$ cat config.mk
export PLATFORM = sky130hd
export DESIGN_NAME = bin_to_bcd_seq
export DESIGN_NICKNAME = d
export VERILOG_FILES = /design/src/rtl/bin_to_bcd_seq.sv
export SDC_FILE = /design/constraint.sdc
export NUM_CORES = 1
export LEC_CHECK = 0
export ABC_CLOCK_PERIOD_IN_PS = 2570
export CAP_MARGIN = 20
export CORE_MARGIN = 2
export CORE_UTILIZATION = 25
export DETAILED_ROUTE_END_ITERATION = 8
export SKIP_CTS_REPAIR_TIMING = 1
export SYNTH_ARGS = -nofsm -noshare
export SYNTH_HDL_FRONTEND = slang
export SYNTH_SLANG_ARGS = --single-unit
$ cat constraint.sdc
create_clock -name clk -period 2.57 [get_ports clk]
set_clock_uncertainty 0.2 [all_clocks]
set_input_delay 0.771 -clock clk [delete_from_list [all_inputs] [get_ports clk]]
set_output_delay 0.771 -clock clk [all_outputs]
set_load 0.05 [all_outputs]
$ cat src/rtl/bin_to_bcd_seq.sv
// rtl/bin_to_bcd_seq.sv - sequential binary-to-BCD converter (shift-and-add-3)
//
// Ports:
//   clk    rising-edge clock
//   rst    synchronous active-high reset
//   start  conversion request, sampled only while idle
//   bin    WIDTH-bit unsigned value, captured when start is accepted
//   busy   high while a conversion is in progress
//   done   one-cycle pulse when bcd has just been updated
//   bcd    4*DIGITS packed BCD result, digit 0 (units) in [3:0]
//   blank  DIGITS-bit leading-zero mask (only when BCD_BLANK_EN is defined)
//
// Optional feature macro: BCD_BLANK_EN

module bin_to_bcd_seq #(
    parameter int WIDTH  = 16,
    parameter int DIGITS = 5
) (
    input  logic                  clk,
    input  logic                  rst,
    input  logic                  start,
    input  logic [WIDTH-1:0]      bin,
    output logic                  busy,
    output logic                  done,
    output logic [4*DIGITS-1:0]   bcd
`ifdef BCD_BLANK_EN
    ,
    output logic [DIGITS-1:0]     blank
`endif
);

    localparam int SW = 4 * DIGITS + WIDTH;
    localparam int CW = $clog2(WIDTH);

    typedef enum logic {IDLE, SHIFT} state_t;

    state_t          state_q, state_d;
    logic [SW-1:0]   sh_q;
    logic [SW-1:0]   sh_adj;
    logic [SW-1:0]   sh_next;
    logic [CW-1:0]   cnt_q;
    logic            last;
    logic            load;
    logic            fin;

    // State register
    always_ff @(posedge clk) begin
        if (rst) begin
            state_q <= IDLE;
        end else begin
            state_q <= state_d;
        end
    end

    assign last = (cnt_q == CW'(WIDTH - 1));

    // Next-state logic
    always_comb begin
        state_d = state_q;
        case (state_q)
            IDLE:    if (start) state_d = SHIFT;
            SHIFT:   if (last)  state_d = IDLE;
            default: state_d = IDLE;
        endcase
    end

    // Control strobes and the per-iteration datapath
    always_comb begin
        load   = (state_q == IDLE) && start;
        fin    = (state_q == SHIFT) && last;
        sh_adj = sh_q;
        // Only the BCD field above the binary bits is corrected; a nibble
        // of 5 or more would overflow past 9 once doubled by the shift.
        for (int k = 0; k < DIGITS; k++) begin
            if (sh_q[WIDTH + 4*k +: 4] >= 4'd5) begin
                sh_adj[WIDTH + 4*k +: 4] = sh_q[WIDTH + 4*k +: 4] + 4'd3;
            end
        end
        sh_next = sh_adj << 1;
    end

`ifdef BCD_BLANK_EN
    logic [DIGITS-1:0] blank_d;
    logic              all_zero;

    // Digit k is blank when it and every digit above it are zero; the
    // units digit is never blanked so zero still shows as "0".
    always_comb begin
        blank_d  = '0;
        all_zero = 1'b1;
        for (int k = DIGITS - 1; k >= 1; k--) begin
            all_zero   = all_zero && (sh_next[WIDTH + 4*k +: 4] == 4'd0);
            blank_d[k] = all_zero;
        end
    end
`endif

    // Datapath and output registers
    always_ff @(posedge clk) begin
        if (rst) begin
            sh_q  <= '0;
            cnt_q <= '0;
            done  <= 1'b0;
            bcd   <= '0;
`ifdef BCD_BLANK_EN
            blank <= {{(DIGITS-1){1'b1}}, 1'b0};
`endif
        end else begin
            done <= fin;
            if (load) begin
                sh_q  <= {{(4*DIGITS){1'b0}}, bin};
                cnt_q <= '0;
            end else if (state_q == SHIFT) begin
                sh_q  <= sh_next;
                cnt_q <= cnt_q + CW'(1);
            end
            if (fin) begin
                bcd   <= sh_next[SW-1 -: 4*DIGITS];
`ifdef BCD_BLANK_EN
                blank <= blank_d;
`endif
            end
        end
    end

    assign busy = (state_q == SHIFT);

endmodule

==> results of run 1 <==
==> final cells by class <==
type | instances | area (µm²)
Sequential cell | 62 | 1242
Timing Repair Buffer | 49 | 500.5
Clock buffer | 10 | 229.0
Multi-Input combinational cell | 241 | 1431
Clock inverter | 6 | 61.31
Tap cell | 140 | 175.2
Inverter | 14 | 52.55
Fill cell | 1142 | 7243
==> per-layer routing <==
| layer | vias up | global-route usage | routed length, µm |
|---|---|---|---|
| met3 | 9 | 0.03351 | 322 |
| li1 | 1225 | - | - |
| met2 | 46 | 0.1748 | 2934 |
| met4 | 0 | 0.06250 | 106 |
| met5 | - | 0 | 0 |
| met1 | 1078 | 0.1379 | 2927 |
==> sequential cells by signal, summed over array words and instances, names as in the netlist <==
register  cells
bcd          20
sh_q         36
cnt_q         4
done          1
busy          1
==> stage by stage <==
stage,instance area (µm²),hold slack (ps),setup slack (ps),util
3_5_place_dp,3402,240.4,250.9,0.3111
2_1_floorplan,2825,257.9,730.2,-
4_1_cts,3692,248.3,110.9,0.3376
6_report,3692,242.0,133.1,0.3376
5_1_grt,3692,260.8,78.54,0.3376
3_3_place_gp,3402,238.8,282.2,0.3111
==> where the power goes <==
part | leakage [nW] | internal (mW) | switching [mW] | total, mW
clock network | 0.143 | 0.748 | 0.434 | 1.18
logic | 0.698 | 0.0934 | 0.109 | 0.202
registers | 0.503 | 0.985 | 0.0197 | 1.01
==> final timing paths <==
kind                            startpoint       to  slack [ps]  depth (start not counted)
worst min-delay path               bcd[11]  bcd[11]         240                          2
worst min register to register     bcd[11]  bcd[11]         240                          2
worst max register to register    sh_q[21]   bcd[6]         780                          6
worst max-delay path                bcd[9]   bcd[9]         130                          1
==> kinds of logic (layout without fill, tap and decap cells) <==
group,count (synthesis),after routing
AOI/OAI and AO/OA,88,88
adders and majority gates,11,11
xor gates and xnor gates,8,8
muxes,23,23
DFF,62,62
buffers and inverters,32,79
and+or+nand+nor,111,111
==> cell usage in the layout, fill, tap and decap left out, types with 2 or more instances in the layout <==
| master | instances |
|---|---|
| buf_4 | 8 |
| a211oi_1 | 3 |
| o22ai_1 | 5 |
| nand2_1 | 37 |
| a21oi_2 | 5 |
| a21o_1 | 2 |
| nor3_1 | 6 |
| dfxtp_1 | 61 |
| nand4_1 | 2 |
| clkbuf_16 | 9 |
| inv_1 | 12 |
| a21oi_1 | 33 |
| xnor2_1 | 6 |
| nand3_1 | 5 |
| nor3b_1 | 5 |
| o21ai_1 | 23 |
| mux2_2 | 3 |
| ha_1 | 11 |
| nor2_1 | 43 |
| buf_12 | 3 |
| o21ai_0 | 9 |
| a31oi_1 | 4 |
| clkinv_2 | 3 |
| nand2b_1 | 6 |
| nor2b_1 | 4 |
| mux2i_1 | 20 |
| inv_2 | 2 |
| clkdlybuf4s50_1 | 38 |
| xor2_1 | 2 |
==> results.md, run 1 <==
* Setup CP Type: flop to primary output
* Commonest cells post-synth: 62 x dfxtp_1, 43 x nor2_1, 37 x nand2_1
* Power Density at 647.1 mW/mm²
* Syn Nets at 365
* Slew headroom at 0.6619
* Post-synth EDFFs at 0
* Worst-path clk slew at 60 ps
* # diodes at 0
* Root Driver: clkbuf_16
* Port buffer count at 40
* Post-synthesis cell type count at 35
* Post-synthesis adder-cell area fraction at 0.04872
* Total CTS buffers at 9
* Element type at the critical path end: primary output
* Mux contribution to synthesized area at 0.08282
* Hold Crit Class: flop to flop
* Global-route wire length before repair at 10490 µm
* Grt ovf at 0
* Worst Path Arrival at 1470 ps
* Clock period minus worst slack at 2437 ps
* Worst EP required at 1600 ps
* Syn. warnings at 0
* Dominant cell type by area after synthesis: dfxtp_1
* Die X at 110.3 µm
* First-pass iteration count of the detailed router at 4
* Die area at 0.01217 mm²
* Ys flop type: dfxtp_1
* Most common cell in the netlist: dfxtp_1
* Post-route ant nets at 0
* Row cnt at 38
* Pin count of the biggest net entering global routing at 33
* F_max at 410.4 MHz
* RSZ-0062 raised after global routing: false
* CORE AREA at 0.01094 mm²
* Ys async rst share at 0
* Mapped Avg Cell Area at 8.433 µm²
* Post-Route WL at 6290 µm
* Cells along the critical path: clkdlybuf4s50_1
* Maximum clock path buffer count at 2
* Worst skew pair latency at 320 ps
* Inst Count DP at 506
* Seq cells post-synth at 62
* Slowest stage delay, CP at 800 ps
* Area contributors post-synth: dfxtp_1 44%, mux2i_1 7.1%, a21oi_1 5.8%
* Setup violators final at 0
* Crit share post-route at 0.9482
* Crit path max fanout at 2
* Slowest CP cell: clkdlybuf4s50_1
* Total negative slack at 0 ps
* Worst-Margin Slew at 505.5 ps
* Nets at 407
* Worst VDD drop at 0.3231 mV
* Initial Util at 0.2584
* Htree depth at 3
* GP Congestion at 0.7670
* Drt drc at 0
* Leakage at 1.343 nW
* Hold Fails Final Rpt at 0
* CP startpoint kind: flop
* Post-route insts no fill at 522
* IO Pins at 41
* Vias in the first global route at 2253
* Gr usage total at 0.1122
* Routed via count at 2358
* Initial drt markers at 92
* Mapped Area at 0.002825 mm²
* Max Cap Viol at 0
* Max Slew Vio Count at 0
* HPWL Detailed at 4393 µm
* WP buf/inv at 1
* Simple-Gate Fraction of Synth Area at 0.1727
* # clock sinks at 62
* Status: finished, final reports clean
* Largest family of logic cells by synthesized area: compound AO/OA/AOI/OAI gates
* Layout cell share with drive strength beyond 1 at 0.09948
* WL per Instance at 12.05 µm
* XOR/XNOR Fraction of Synth Area at 0.02480
* P&R area growth vs syn at 30.69%
* Tot Pwr at 2.389 mW
* Initial antenna violation count at 0
* Vias per inst at 4.517
* Compound-Gate Fraction of Synth Area at 0.1776
* Chip height at 110.3 µm
* Area share of the leading cell type in the synthesized netlist at 0.4393
* Delay-heaviest family, CP: buffers and inverters
* Post-Synthesis Cells at 335
* CTS tree: done
* Register area share after synthesis at 0.4393
Power figures use the tool's default switching activity.
==> run 2: changes to the inputs <==
--- a/config.mk
+++ b/config.mk
@@ -5,7 +5,6 @@
 export SDC_FILE = /design/constraint.sdc
 export NUM_CORES = 1
 export LEC_CHECK = 0
-export ABC_CLOCK_PERIOD_IN_PS = 2570
 export CAP_MARGIN = 20
 export CORE_MARGIN = 2
 export CORE_UTILIZATION = 25
==> results of run 2 <==
Final layout, timing and power as in run 1 (identical DEF).
==> run 3: changes to the inputs <==
==> constraint.sdc (replaced) <==
create_clock -name clk -period 2 [get_ports clk]
set_clock_uncertainty 0.2 [all_clocks]
set_input_delay 0.6 -clock clk [delete_from_list [all_inputs] [get_ports clk]]
set_output_delay 0.6 -clock clk [all_outputs]
set_load 0.05 [all_outputs]
==> run 3 against run 2 <==
Effect of this change:
- clock power up 51%
- die area unchanged
- sequential power up 28%
- combinational power up 31%
- non-clock buffer count up 2
- first-iteration DRC count down 60%
- register-to-register slack worse by 600 ps
- worst hold slack better by 38 ps
- global-route usage about the same
- critical path type is now flop to flop
- critical endpoint is now bcd[10]
==> results.md, run 3 (synthesized netlist as in run 1, its figures left out) <==
* Status: finished, final reports clean (unchanged)
* Multi-input logic area at 0.001431 mm² (unchanged)
* Grt ovf at 0 (unchanged)
* First-pass iteration count of the detailed router at 4 (unchanged)
* Post-route ant nets at 0 (unchanged)
* Number of flip-flops in the largest register at 36 (unchanged)
* Highest-count cells in the layout ignoring fill and taps: 61 x dfxtp_1, 43 x nor2_1, 37 x nand2_1 (was 61 x dfxtp_1, 43 x nor2_1, 38 x clkdlybuf4s50_1)
* Die X at 110.3 µm (unchanged)
* Worst EP required at 2060 ps (was 1600 ps)
* Hold Crit Class: flop to flop (unchanged)
* Maximum clock path buffer count at 2 (unchanged)
* Leakage at 1.478 nW (was 1.343 nW)
* Initial antenna violation count at 0 (unchanged)
* WL per Instance at 11.78 µm (was 12.05 µm)
* Placed instance area at 0.003630 mm² (was 0.003402 mm²)
* Gr usage total at 0.1126 (was 0.1122)
* Root Driver: clkbuf_16 (unchanged)
* Setup CP Type: flop to flop (was flop to primary output)
* P&R area growth vs syn at 40.74% (was 30.69%)
* # clock sinks at 62 (unchanged)
* CP startpoint kind: flop (unchanged)
* Max Slew Vio Count at 0 (unchanged)
* # diodes at 0 (unchanged)
* Largest Register: sh_q (unchanged)
* Tot Pwr at 3.335 mW (was 2.389 mW)
* CORE AREA at 0.01094 mm² (unchanged)
* Inst Count DP at 508 (was 506)
* Element type at the critical path end: flop (was primary output)
* IO Pins at 41 (unchanged)
* Worst skew pair latency at 320 ps (about the same)
* Die area at 0.01217 mm² (unchanged)
* Worst VDD drop at 0.4407 mV (was 0.3231 mV)
* Post-Route WL at 6173 µm (was 6290 µm)
* F_max at 549.8 MHz
* Worst Path Arrival at 1880 ps (was 1470 ps)
* Initial drt markers at 37 (was 92)
* Setup violators final at 0 (unchanged)
* Final Cell Area at 0.003976 mm² (was 0.003692 mm²)
* Post-route insts no fill at 524 (was 522)
* Initial Util at 0.2584 (unchanged)
* Power Density at 838.6 mW/mm² (was 647.1 mW/mm²)
* Htree depth at 3 (unchanged)
* Total CTS buffers at 9 (unchanged)
* Worst-path clk slew at 60 ps (about the same)
* Chip height at 110.3 µm (unchanged)
* Regs by FF count: sh_q (36), bcd (20), cnt_q (4) (unchanged)
* GP Congestion at 0.7599 (was 0.7670)
* Crit path max fanout at 4 (was 2)
* Hold Fails Final Rpt at 0 (unchanged)
* Nets at 409 (was 407)
* Global-route wire length before repair at 10560 µm (was 10490 µm)
* Drt drc at 0 (unchanged)
* Clock period minus worst slack at 1819 ps
* Crit share post-route at 0.9095
* Worst-Margin Slew at 319.5 ps (was 505.5 ps)
* RSZ-0062 raised after global routing: false (unchanged)
* Sequential cell area at 0.001242 mm² (unchanged)
* Routed via count at 2354 (was 2358)
* Row cnt at 38 (unchanged)
* Max Cap Viol at 0 (unchanged)
* Vias in the first global route at 2216 (was 2253)
* Vias per inst at 4.492 (was 4.517)
* Port buffer count at 40 (unchanged)
* Most common cell after layout, fill and taps aside: dfxtp_1 (unchanged)
* Pin count of the biggest net entering global routing at 33 (unchanged)
* Fillers at 1122 (was 1142)
* CTS tree: done (unchanged)
* Slew headroom at 0.7870 (was 0.6619)
* HPWL Detailed at 4437 µm (was 4393 µm)
* Layout cell share with drive strength beyond 1 at 0.1589 (was 0.09948)
[run 3: cell types whose count changed in the layout (fill, tap and decap cells not counted)]
cell             previous run  this run
clkinv_2                    3         1
buf_4                       8         9
clkdlybuf4s50_1            38        18
clkinvlp_4                  1         0
clkinv_4                    0         2
buf_12                      3        24
bufinv_16                   1         3
clkbuf_1                    1         0
[run 3: path summary, 6_finish.rpt]
kind / from / slack, ps / cells past startpoint / end
min reg2reg: bcd[14] / 280 / 2 / bcd[14]
min: bcd[14] / 280 / 2 / bcd[14]
max: sh_q[25] / 180 / 6 / bcd[10]
max reg2reg: sh_q[25] / 180 / 6 / bcd[10]
[run 3: area by class of cell]
type | instances | area share
Inverter | 14 | 0.01322
Timing Repair Buffer | 51 | 0.1831
Clock buffer | 9 | 0.05664
Sequential cell | 62 | 0.3125
Multi-Input combinational cell | 241 | 0.3600
Clock inverter | 7 | 0.03052
Tap cell | 140 | 0.04405
[run 3: report_power, final]
group / leakage, nW / internal, mW / total (mW) / switching, mW
clock network: 0.170 / 1.22 / 1.78 / 0.558
logic: 0.805 / 0.124 / 0.265 / 0.141
registers: 0.503 / 1.27 / 1.29 / 0.0235
[run 3: worst max-delay path, cell delays in order, from the launching register on]
cell	delay [ps]
dfxtp_1	380
inv_1	110
ha_1	210
nand2b_1	160
a21oi_2	220
mux2_2	370
o21ai_1	110
[run 3: metrics by stage]
step	setup slack, ps	utilization	hold WS (ps)	TNS, ps
floorplan	294.7	-	257.9	0
global placement	-69.08	0.3319	265.4	-996.6
detailed placement	-104.8	0.3319	277.3	-1814
CTS	179.3	0.3636	285.3	0
global route	119.2	0.3636	299.9	0
finish	181.0	0.3636	280.0	0
[run 3: metal layers]
layer | routed length (µm) | track usage | vias up
li1 | - | - | 1240
met3 | 242 | 0.04586 | 6
met5 | 0 | 0 | -
met2 | 3038 | 0.1836 | 41
met4 | 57 | 0.03214 | 0
met1 | 2835 | 0.1366 | 1067
